## config.mk

```make
export PLATFORM = sky130hd
export DESIGN_NAME = compressor_seq_mult
export DESIGN_NICKNAME = d
export VERILOG_FILES = /design/src/rtl/compressor_seq_mult.sv
export SDC_FILE = /design/constraint.sdc
export NUM_CORES = 1
export LEC_CHECK = 0
export ABC_AREA = 1
export CAP_MARGIN = 0
export CORE_UTILIZATION = 25
export DETAILED_ROUTE_END_ITERATION = 6
export GPL_TIMING_DRIVEN = 0
export PLACE_DENSITY = 0.41
export SETUP_SLACK_MARGIN = 0.15
export SLEW_MARGIN = 20
export SYNTH_ARGS = -nofsm -noshare
export SYNTH_HDL_FRONTEND = slang
export SYNTH_SLANG_ARGS = --single-unit
```

## constraint.sdc

```tcl
create_clock -name clk -period 3.4 [get_ports clk]
set_input_delay 0.34 -clock clk [delete_from_list [all_inputs] [get_ports clk]]
set_output_delay 0.34 -clock clk [all_outputs]
set_load 0.03 [all_outputs]
```

## src/rtl/compressor_seq_mult.sv

```systemverilog
// Iterative unsigned N x N multiplier: one reused row of 4:2 compressors folds two partial products per cycle
// into a carry-save accumulator, then a single CPA cycle resolves it. Build option: LSB_TRUNC_EN (drop PP columns 0..3).

module exact_4to2_compressor (
  input  logic x1,
  input  logic x2,
  input  logic x3,
  input  logic x4,
  input  logic cin,
  output logic sum,
  output logic carry,
  output logic cout
);

  logic s1;

  // cout is independent of cin, so a row of these cells has no rippling carry path.
  assign s1    = x1 ^ x2 ^ x3;
  assign cout  = (x1 & x2) | (x1 & x3) | (x2 & x3);
  assign sum   = s1 ^ x4 ^ cin;
  assign carry = (s1 & x4) | (s1 & cin) | (x4 & cin);

endmodule

module compressor_seq_mult #(
  parameter int N = 8
) (
  input  logic           clk,
  input  logic           rst,
  input  logic           in_valid,
  output logic           in_ready,
  input  logic [N-1:0]   a,
  input  logic [N-1:0]   b,
  output logic           out_valid,
  input  logic           out_ready,
  output logic [2*N-1:0] product,
  output logic           busy
);

  localparam int W     = 2 * N;
  localparam int ITERS = N / 2;
  localparam int CW    = $clog2(ITERS + 1);

  typedef enum logic [1:0] {IDLE, COMP, CPA, DONE} state_t;

  state_t         state;
  logic [CW-1:0]  i_q;
  logic [N-1:0]   a_q;
  logic [N-1:0]   b_q;
  logic [W-1:0]   acc_sum;
  logic [W-1:0]   acc_carry;
  logic [W-1:0]   product_reg;

  logic           accept;
  logic [CW:0]    sh0;
  logic [CW:0]    sh1;
  logic [1:0]     bpair;
  logic [W-1:0]   a_ext;
  logic [W-1:0]   pp0;
  logic [W-1:0]   pp1;
  logic [W-1:0]   row_sum;
  logic [W-1:0]   row_carry;
  logic [W-1:0]   row_cin;
  logic [W-1:0]   row_cout;
  logic           unused_msb;

  function automatic logic [W-1:0] pp_mask(input logic [W-1:0] v);
`ifdef LSB_TRUNC_EN
    return v & {{(W-4){1'b1}}, 4'b0000};
`else
    return v;
`endif
  endfunction

  assign accept = in_valid & in_ready;

  // Partial-product pair for iteration i: multiplier bits 2i and 2i+1.
  assign sh0   = {i_q, 1'b0};
  assign sh1   = {i_q, 1'b1};
  assign bpair = 2'(b_q >> sh0);
  assign a_ext = {{N{1'b0}}, a_q};
  assign pp0   = pp_mask((a_ext & {W{bpair[0]}}) << sh0);
  assign pp1   = pp_mask((a_ext & {W{bpair[1]}}) << sh1);

  assign row_cin = {row_cout[W-2:0], 1'b0};

  for (genvar j = 0; j < W; j++) begin : g_row
    exact_4to2_compressor u_cell (
      .x1    (pp0[j]),
      .x2    (pp1[j]),
      .x3    (acc_sum[j]),
      .x4    (acc_carry[j]),
      .cin   (row_cin[j]),
      .sum   (row_sum[j]),
      .carry (row_carry[j]),
      .cout  (row_cout[j])
    );
  end

  // Weight 2^W is beyond the product width.
  assign unused_msb = row_cout[W-1] ^ row_carry[W-1];

  // Operand capture: held for the whole operation, so later input changes do not matter.
  always_ff @(posedge clk) begin
    if (accept) begin
      a_q <= a;
      b_q <= b;
    end
  end

  // Control FSM with registered handshake outputs.
  always_ff @(posedge clk) begin
    if (rst) begin
      state       <= IDLE;
      i_q         <= '0;
      acc_sum     <= '0;
      acc_carry   <= '0;
      product_reg <= '0;
      in_ready    <= 1'b1;
      out_valid   <= 1'b0;
      busy        <= 1'b0;
    end else begin
      case (state)
        IDLE: begin
          if (accept) begin
            state     <= COMP;
            i_q       <= '0;
            acc_sum   <= '0;
            acc_carry <= '0;
            in_ready  <= 1'b0;
            busy      <= 1'b1;
          end
        end
        COMP: begin
          // After the last fold the counter sits at ITERS for one cycle, giving N/2+2 total latency.
          if (i_q == CW'(ITERS)) begin
            state <= CPA;
          end else begin
            acc_sum   <= row_sum;
            acc_carry <= {row_carry[W-2:0], 1'b0};
            i_q       <= i_q + CW'(1);
          end
        end
        CPA: begin
          product_reg <= acc_sum + acc_carry;
          out_valid   <= 1'b1;
          state       <= DONE;
        end
        DONE: begin
          if (out_ready) begin
            state     <= IDLE;
            i_q       <= '0;
            out_valid <= 1'b0;
            in_ready  <= 1'b1;
            busy      <= 1'b0;
          end
        end
        default: begin
          state     <= IDLE;
          in_ready  <= 1'b1;
          out_valid <= 1'b0;
          busy      <= 1'b0;
        end
      endcase
    end
  end

  assign product = product_reg;

endmodule

```

==> flow_summary.json <==
{
  "cts_post_setup_buffers_inserted": 0,
  "setup-violations-final": 0,
  "synth.avg_cell_area_um2": 7.59,
  "hold_depth": 2,
  "violations": "design-rule violations",
  "grt_first_pass_wirelength_um": 20000,
  "num_rows": 49,
  "yosys_warnings": 0,
  "finalCriticalPeriod_ns": 2.73,
  "antenna_found_initial": 0,
  "ctsResizeCount": 0,
  "skew_ns": 0.0112,
  "grt_max_degree": 17,
  "path_clk_slew_ns": 0.06,
  "syn_nets": 682,
  "r2r_end": "acc_sum[4]$_SDFFE_PP0P_",
  "cts_tree": "yes",
  "ys_seq_area_frac": 0.337,
  "startpoint_type": "flip-flop",
  "core_area_um2": 18100,
  "crit_slowest_cell": "fa_1",
  "die_y_um": 138,
  "io_pins": 39,
  "rrSetupSlack_ns": 0.67,
  "track_usage": 0.134,
  "cts_hold_buf": 0,
  "required_ns": 3.67,
  "yosysTopAreaCellShare": 0.233,
  "tns_ns": 0,
  "drt_iter0_drc": 189,
  "leakagePower_nw": 2.55,
  "final_max_slew_viol_count": 0,
  "max_freq_mhz": 367,
  "vias": 3809,
  "worst_hold_path.endpoint": "busy$_SDFFE_PP0P_",
  "synth_cells": 611,
  "critPathMaxFanout": 10,
  "wl_um": 11800,
  "fin_crit_sh": 0.802,
  "cts_made_buffers": 9,
  "max_stage_delay_ns": 0.52,
  "cts.sinks": 70,
  "synth_area_leaders": "dfxtp_1 23%, nand2_1 14%, fa_1 12%",
  "rsz0062_at_grt": "false",
  "io_buffers": 37,
  "n_antenna_cell": 0,
  "arrival_ns": 3.00,
  "worst_hold_path_type": "flip-flop to flip-flop",
  "fin_util": 0.310,
  "drcViolationCount": 8,
  "fillers": 1939,
  "power_per_cell_area_nw_per_um2": 741,
  "ir_worst_vdd_mv": 0.255,
  "relSlewSlack": 0.576,
  "critPathBufInv": 1,
  "cap_violations": 0,
  "reg2regPathDepth": 12,
  "start_util": 0.256,
  "area.growth.synth_to_final_pct": 21.0,
  "layout-drive-gt1-share": 0.0783,
  "multiInputGateArea_um2": 2660,
  "hp-start": "busy$_SDFFE_PP0P_",
  "hold_ws_ns": 0.470,
  "synth_top_area_cell": "dfxtp_1",
  "place_congestion": 0.843,
  "clock_tree.root_cell": "clkbuf_16",
  "design_power_total_mw": 4.16,
  "htreeDepth": 3,
  "post_drt_via_cell_ratio": 4.27,
  "dr.pass1.iters": 6,
  "globalRouteOverflowTotal": 0,
  "r2r_start": "i_q[1]$_SDFFE_PP0P_",
  "die_area_um2": 19100,
  "ant_nets": 0,
  "clk_path_buf_depth": 2,
  "path_class": "flip-flop to flip-flop",
  "grt_pass1_vias": 3915,
  "die_w_um": 138,
  "end_kind": "flip-flop",
  "final-seq-area_um2": 1560,
  "wire_per_inst_um": 13.2,
  "hold_viol": 0,
  "crit_top_cell": "nand2_1",
  "crit_family": "adder cells",
  "worstMarginPinSlew_ns": 0.637,
  "yosysUniqueCellTypes": 38,
  "ys_seq_elements": 70,
  "path_cells": "buf_6 -> nor2_4 -> nand3_1 -> nand2_4 -> nand2_1 -> o21ai_1 -> nand2_1 -> o21ai_0 -> fa_1 -> fa_1 -> nand2_1 -> a21oi_1",
  "synth_area_um2": 4640,
  "status": "complete, but fails checks",
  "dp_hpwl_um": 9430,
  "final_nets": 730,
  "clock_latency_ns": 0.35
}
-- where the power goes --
part	switching, mW	total (mW)	internal, mW
combinational	1.25	2.00	0.747
clock	0.393	1.02	0.631
sequential	0.112	1.13	1.02
total	1.76	4.16	2.40
-- worst max-delay path by stage --
| stage | start | end | depth (start not counted) | slack (ns) |
|---|---|---|---|---|
| floorplan | i_q[1]$_SDFFE_PP0P_ | acc_sum[11]$_SDFFE_PP0P_ | 14 | 0.97 |
| global route | i_q[1]$_SDFFE_PP0P_ | acc_sum[9]$_SDFFE_PP0P_ | 13 | 0.44 |
| global placement | i_q[1]$_SDFFE_PP0P_ | acc_sum[9]$_SDFFE_PP0P_ | 12 | 0.70 |
| CTS | i_q[1]$_SDFFE_PP0P_ | acc_sum[9]$_SDFFE_PP0P_ | 13 | 0.66 |
| finish | i_q[1]$_SDFFE_PP0P_ | acc_sum[4]$_SDFFE_PP0P_ | 12 | 0.67 |
| detailed placement | i_q[1]$_SDFFE_PP0P_ | acc_sum[9]$_SDFFE_PP0P_ | 12 | 0.67 |
-- worst register-to-register path: stages, from the launching register on --
cell	delay [ns]
dfxtp_1	0.32
buf_6	0.15
nor2_4	0.19
nand3_1	0.15
nand2_4	0.13
nand2_1	0.10
o21ai_1	0.23
nand2_1	0.07
o21ai_0	0.12
fa_1	0.49
fa_1	0.52
nand2_1	0.05
a21oi_1	0.13
-- synthesized netlist by cell type (all sizes together) --
library cell    n
xor2            4
o211ai          2
a211oi          1
nand3b          8
edfxtp         16
o21ai          33
clkbuf         10
or2             3
nand2         180
ha             23
a21o            1
and2            5
conb            1
a32oi           1
inv            75
a21oi          49
fa             28
nand4           3
nand3          33
buf            12
dfxtp          54
nor3            1
nor2           66
xnor2           2
-- metrics by stage --
stage | setup WS (ns) | instances | instance area [µm²]
2_1_floorplan | 0.971 | 611 | 4640
3_3_place_gp | 0.702 | 877 | 5300
3_5_place_dp | 0.672 | 877 | 5300
4_1_cts | 0.664 | 893 | 5610
5_1_grt | 0.437 | 893 | 5610
6_report | 0.673 | 893 | 5610
-- area by class of cell --
| type | count | share of cell area |
|---|---|---|
| clock buffers | 11 | 0.0470 |
| repair buffers | 37 | 0.0660 |
| inverters | 75 | 0.0506 |
| flip-flops and latches | 70 | 0.278 |
| plain buffers | 22 | 0.0230 |
| well taps | 229 | 0.0511 |
| multi-input cells | 444 | 0.475 |
| clock inverters | 5 | 0.00936 |
-- layout by cell type, fill, tap and decap left out, types with 2 or more instances in the layout --
cell type	n
inv_2	2
clkinv_2	2
xnor2_1	2
ha_1	23
nand2_4	2
nor2_2	7
nand4_1	3
clkbuf_16	10
dfxtp_1	54
or2_2	2
nand3b_1	7
buf_4	3
o21ai_0	19
and2_1	5
clkbuf_1	10
nor2_1	57
buf_2	4
nor2_4	2
edfxtp_1	16
o21ai_1	11
nand3_2	3
inv_1	72
nand3_1	30
a21oi_1	49
inv_4	3
fa_1	28
o21ai_2	3
buf_6	4
nand2_1	178
xor2_1	4
clkdlybuf4s50_1	37
-- cell families after synthesis --
kind of cell             share of synthesized area
other                                     0.000809
AO/OA/AOI/OAI                                0.101
adder cells (fa/ha/maj)                      0.183
flip-flops                                   0.337
XOR/XNOR                                    0.0113
AND/OR/NAND/NOR                              0.278
buffers and inverters                       0.0890
-- metal layers --
metal | global-route usage | vias up | share of wire
li1 | - | 2026 | -
met1 | 0.178 | 1725 | 0.51
met2 | 0.217 | 48 | 0.45
met3 | 0.0305 | 10 | 0.026
met4 | 0.0402 | 0 | 0.012
met5 | 0 | - | 0
Power figures use the tool's default switching activity.
